File: src/rtl/app_div_unit.sv
// Three-stage Mitchell approximate divider: magnitude capture, log-domain difference,
// antilog with sign restore. A single global advance stalls every stage together.
module app_div_unit (
    input  logic        clk,
    input  logic        reset_n,
    input  logic        in_valid,
    output logic        in_ready,
    input  logic        sign,
    input  logic [15:0] dividend,
    input  logic [15:0] divisor,
    output logic        out_valid,
    input  logic        out_ready,
    output logic [31:0] quotient,
    output logic        div_by_zero
);
    logic        advance;

    logic        s1_valid_d, s1_valid_q;
    logic        s1_sign_d, s1_sign_q;
    logic        s1_neg_d, s1_neg_q;
    logic        s1_za_d, s1_za_q;
    logic        s1_zb_d, s1_zb_q;
    logic [15:0] s1_mag_a_d, s1_mag_a_q;
    logic [15:0] s1_mag_b_d, s1_mag_b_q;

    logic        s2_valid_d, s2_valid_q;
    logic        s2_sign_d, s2_sign_q;
    logic        s2_neg_d, s2_neg_q;
    logic        s2_za_d, s2_za_q;
    logic        s2_zb_d, s2_zb_q;
    logic [15:0] s2_m_d, s2_m_q;
    logic [5:0]  s2_e_d, s2_e_q;

    logic        out_valid_d, out_valid_q;
    logic        div_by_zero_d, div_by_zero_q;
    logic [31:0] quotient_d, quotient_q;

    logic [3:0]  ka, kb;
    logic [15:0] fa_full, fb_full, diff;
    logic [5:0]  s3_shift, s3_rshift;
    logic [31:0] s3_raw, s3_signed;

    function automatic logic [3:0] lead_one(input logic [15:0] x);
        logic [3:0] k;
        k = '0;
        for (int unsigned i = 0; i < 16; i++) begin
            if (x[i]) k = 4'(i);
        end
        return k;
    endfunction

    assign advance     = !out_valid_q || out_ready;
    assign in_ready    = advance;
    assign out_valid   = out_valid_q;
    assign quotient    = quotient_q;
    assign div_by_zero = div_by_zero_q;

    always_comb begin : stage1_comb
        s1_valid_d = s1_valid_q;
        s1_sign_d  = s1_sign_q;
        s1_neg_d   = s1_neg_q;
        s1_za_d    = s1_za_q;
        s1_zb_d    = s1_zb_q;
        s1_mag_a_d = s1_mag_a_q;
        s1_mag_b_d = s1_mag_b_q;
        if (advance) begin
            s1_valid_d = in_valid;
            s1_sign_d  = sign;
            s1_neg_d   = sign & (dividend[15] ^ divisor[15]);
            s1_za_d    = (dividend == '0);
            s1_zb_d    = (divisor == '0);
            s1_mag_a_d = (sign && dividend[15]) ? (~dividend + 16'd1) : dividend;
            s1_mag_b_d = (sign && divisor[15])  ? (~divisor + 16'd1)  : divisor;
        end
    end

    always_comb begin : stage2_comb
        ka      = lead_one(s1_mag_a_q);
        kb      = lead_one(s1_mag_b_q);
        fa_full = s1_mag_a_q << (4'd15 - ka);
        fb_full = s1_mag_b_q << (4'd15 - kb);
        // diff[15] is the borrow; it lowers the exponent and wraps the mantissa
        diff    = {1'b0, fa_full[14:0]} - {1'b0, fb_full[14:0]};

        s2_valid_d = s2_valid_q;
        s2_sign_d  = s2_sign_q;
        s2_neg_d   = s2_neg_q;
        s2_za_d    = s2_za_q;
        s2_zb_d    = s2_zb_q;
        s2_m_d     = s2_m_q;
        s2_e_d     = s2_e_q;
        if (advance) begin
            s2_valid_d = s1_valid_q;
            s2_sign_d  = s1_sign_q;
            s2_neg_d   = s1_neg_q;
            s2_za_d    = s1_za_q;
            s2_zb_d    = s1_zb_q;
            s2_m_d     = {1'b1, diff[14:0]};
            s2_e_d     = {2'b00, ka} - {2'b00, kb} - {5'b0, diff[15]};
        end
    end

    always_comb begin : stage3_comb
        s3_shift  = s2_e_q + 6'd1;
        s3_rshift = 6'd0 - s3_shift;
        if (!s3_shift[5]) s3_raw = {16'b0, s2_m_q} << s3_shift[4:0];
        else              s3_raw = {16'b0, s2_m_q} >> s3_rshift[4:0];
        s3_signed = s2_neg_q ? (~s3_raw + 32'd1) : s3_raw;

        out_valid_d   = out_valid_q;
        div_by_zero_d = div_by_zero_q;
        quotient_d    = quotient_q;
        if (advance) begin
            out_valid_d   = s2_valid_q;
            div_by_zero_d = s2_zb_q;
            if (s2_zb_q) begin
                if (!s2_sign_q)    quotient_d = 32'hFFFF_FFFF;
                else if (s2_neg_q) quotient_d = 32'h8000_0000;
                else               quotient_d = 32'h7FFF_FFFF;
            end else if (s2_za_q) begin
                quotient_d = '0;
            end else begin
                quotient_d = s3_signed;
            end
        end
    end

    always_ff @(posedge clk or negedge reset_n) begin
        if (!reset_n) begin
            s1_valid_q    <= 1'b0;
            s1_sign_q     <= 1'b0;
            s1_neg_q      <= 1'b0;
            s1_za_q       <= 1'b0;
            s1_zb_q       <= 1'b0;
            s1_mag_a_q    <= '0;
            s1_mag_b_q    <= '0;
            s2_valid_q    <= 1'b0;
            s2_sign_q     <= 1'b0;
            s2_neg_q      <= 1'b0;
            s2_za_q       <= 1'b0;
            s2_zb_q       <= 1'b0;
            s2_m_q        <= '0;
            s2_e_q        <= '0;
            out_valid_q   <= 1'b0;
            div_by_zero_q <= 1'b0;
            quotient_q    <= '0;
        end else begin
            s1_valid_q    <= s1_valid_d;
            s1_sign_q     <= s1_sign_d;
            s1_neg_q      <= s1_neg_d;
            s1_za_q       <= s1_za_d;
            s1_zb_q       <= s1_zb_d;
            s1_mag_a_q    <= s1_mag_a_d;
            s1_mag_b_q    <= s1_mag_b_d;
            s2_valid_q    <= s2_valid_d;
            s2_sign_q     <= s2_sign_d;
            s2_neg_q      <= s2_neg_d;
            s2_za_q       <= s2_za_d;
            s2_zb_q       <= s2_zb_d;
            s2_m_q        <= s2_m_d;
            s2_e_q        <= s2_e_d;
            out_valid_q   <= out_valid_d;
            div_by_zero_q <= div_by_zero_d;
            quotient_q    <= quotient_d;
        end
    end
endmodule

File: config.mk
export PLATFORM = sky130hd
export DESIGN_NAME = app_div_unit
export DESIGN_NICKNAME = d
export VERILOG_FILES = /design/src/rtl/app_div_unit.sv
export SDC_FILE = /design/constraint.sdc
export NUM_CORES = 1
export LEC_CHECK = 0
export ABC_AREA = 1
export BUFFER_PORTS_ARGS = -buffer_cell sky130_fd_sc_hd__buf_4
export CAP_MARGIN = 5
export CELL_PAD_IN_SITES_DETAIL_PLACEMENT = 0
export CELL_PAD_IN_SITES_GLOBAL_PLACEMENT = 1
export CORE_ASPECT_RATIO = 1.2
export CORE_UTILIZATION = 43
export DETAILED_ROUTE_END_ITERATION = 6
export GPL_TIMING_DRIVEN = 0
export PLACE_DENSITY_LB_ADDON = 0.1
export SKIP_CTS_REPAIR_TIMING = 1
export SYNTH_ARGS = -nofsm -noshare
export SYNTH_HDL_FRONTEND = slang
export SYNTH_SLANG_ARGS = --single-unit
File: constraint.sdc
create_clock -name clk -period 5.7 [get_ports clk]
set_clock_uncertainty 0.05 [all_clocks]
set_input_delay 1.71 -clock clk [delete_from_list [all_inputs] [get_ports clk]]
set_output_delay 1.71 -clock clk [all_outputs]
set_load 0.01 [all_outputs]
==> results.yml <==
run_status:
  status: "finished with violations"
  violations: "DRC"
grt:
  grt_start_max_net_pins: 99
  grt_pass1_vias: 10442
  antenna_found_initial: 0
  grtUsageMet2_pct: 54.5
  overflow: 0
  grt_usage_pct: 30.6
  grt_pass1_wl_um: 55800
  top_usage_layer: "met2"
  grt_use_met1_pct: 36.5
  met3_usage_pct: 3.43
floorplanning:
  rows: 60
  pin_count: 72
  die_w_um: 140
  initial_core_util_pct: 43.8
  dieHeight_um: 167
  die_area_mm2: 0.0234
  core_mm2: 0.0224
sta:
  fin_crit_sh_pct: 94.2
  fmax_mhz: 186
  final.setup.tns_ps: 0
  fin_crit_ps: 5370
  setup_viol: 0
  tightestPinTransition_ps: 809
  worst_slack_ps: 328
  rsz0062_at_grt: "no"
  relSlewSlack_pct: 46.1
  hold_viol: 0
  maxSlewViolCount: 0
routing:
  drc: 1
  vias_per_cell: 5.43
  ant_nets: 0
  wl_per_cell_um: 17.3
  vias: 10933
  drtPass1Iterations: 7
  wirelength_um: 34700
  drtIter0Drc: 743
placed_design:
  place_hpwl_um: 28200
  post-place-ws_ps: 23.6
  portBuffers: 71
  placedCellCount: 1995
  gp_congestion: 0.993
final_layout:
  final_cells: 2012
  synthToLayoutAreaGrowth_pct: 12.4
  ff_latch_area_mm2: 0.00245
  layout_common_cells: "559 x nand2_1, 238 x nand3_1, 153 x nor2_1"
  final_common_cell: "nand2_1"
  multi_input_area_mm2: 0.00648
  antenna_cells: 0
  fillers: 2477
  nNetsFinal: 1792
  layout-drive-gt1-share_pct: 10.3
logic_synthesis:
  syn-cell-area_mm2: 0.00980
  ys_seq_area_share_pct: 25.0
  ys_ff_latch: 98
  syn-num-nets: 1709
  synth_enable_flop_cells: 0
  synth.distinct_cells: 49
  synthArstFlopShare_pct: 100
  synth_ff_type: "dfrtp_1"
  syn_area_per_cell_um2: 5.96
  ys_warn_count: 0
  synthCells: 1645
clocking:
  clk_pin_slew_ps: 80
  cts_tree: "done"
  clock_sinks: 98
  cts_made_buffers: 9
  htree_levels: 3
  root_buffer: "clkbuf_16"
  clockBufferDepth: 2
  clkLatencyLatePin_ps: 370
setup_path:
  crit_buf_inv: 5
  ff2ff_path_depth: 33
  required_ps: 3940
  cp.arrival_ps: 3610
  cp-end-kind: "output pin"
  cpPeakStageDelay_ps: 450
  rr_endpoint: "s2_e_q[4]$_DFFE_PN0P_"
  critPathTopFamily: "buffers and inverters"
  startpoint_type: "input port"
  path_cells: "buf_4 -> nor2_2 -> clkinv_1 -> clkbuf_1 -> clkbuf_1 -> buf_4"
  reg2reg_slack_ps: 760
  cp_max_fo: 10
  slowest_stage: "clkbuf_1"
  timing.rr.start: "s1_mag_b_q[3]$_DFFE_PN0P_"
  crit_type: "input port to output pin"
flow_run:
  cap_violations: 0
worst_hold_path:
  min_path_cells: 2
  min_from: "s2_valid_q$_DFFE_PN0P_"
  hold_end: "out_valid$_DFFE_PN0P_"
  hp-class: "register to register"
-- through the flow --
step	instance area, um^2	hold slack, ps	utilization (%)
after floorplan	9800	370	-
after global placement	10700	389	47.8
after detailed placement	10700	397	47.8
after CTS	11000	417	49.1
after global routing	11000	437	49.2
final	11000	412	49.2
-- cell type report --
type                    instances  share of cell area (%)
multi-input cells            1343                    58.9
flip-flops and latches         98                    22.3
clock inverters                 7                   0.648
inverters                     135                    4.60
plain buffers                  69                    3.27
clock buffers                   9                    2.04
well taps                     279                    3.17
repair buffers                 72                    5.12
-- flip-flops by register name (all words and copies together) (netlist names), 6 cells and up --
name and flops:
s2_m_q 16, quotient 32, s1_mag_a_q 16, s2_e_q 6
s1_mag_b_q 16
-- worst max path at each step --
| stage | from | endpoint | depth (start not counted) |
|---|---|---|---|
| floorplan | out_ready | in_ready | 4 |
| global placement | out_ready | in_ready | 6 |
| detailed placement | out_ready | in_ready | 6 |
| CTS | out_ready | in_ready | 6 |
| global route | s1_mag_a_q[3]$_DFFE_PN0P_ | s2_e_q[4]$_DFFE_PN0P_ | 34 |
| finish | out_ready | in_ready | 6 |
-- metal layers --
layer | vias up | routed length (um)
li1 | 5568 | -
met1 | 4999 | 14300
met3 | 77 | 1320
met5 | - | 0
met4 | 0 | 1660
met2 | 289 | 17400
-- worst register-to-register path, delay by kind of cell, from the launching register on --
| kind | cells | cell delay [ps] |
|---|---|---|
| AND/OR/NAND/NOR | 17 | 1750 |
| AO/OA/AOI/OAI | 9 | 1230 |
| adder cells (fa/ha/maj) | 3 | 780 |
| buffers and inverters | 3 | 460 |
| flip-flops | 1 | 420 |
| XOR/XNOR | 1 | 160 |
-- Yosys cell counts (all sizes together) (23+ instances only) --
master | n | area [um^2]
a21oi | 70 | 354
buf | 28 | 206
clkbuf | 41 | 154
dfrtp | 98 | 2450
ha | 25 | 313
inv | 132 | 495
nand2 | 580 | 2250
nand3 | 239 | 1200
nand4 | 27 | 175
nor2 | 176 | 746
nor3 | 23 | 115
o21ai | 104 | 551
-- cells by family after synthesis --
logic type / share of synthesized area, %
XOR/XNOR: 2.68
AO/OA/AOI/OAI: 12.3
AND/OR/NAND/NOR: 47.5
flip-flops: 25.0
adder cells (fa/ha/maj): 3.60
buffers and inverters: 8.85
Power is left out: the tool's default activity adds up to more than one toggle a clock period on the data nets, which glitch-free logic cannot reach.
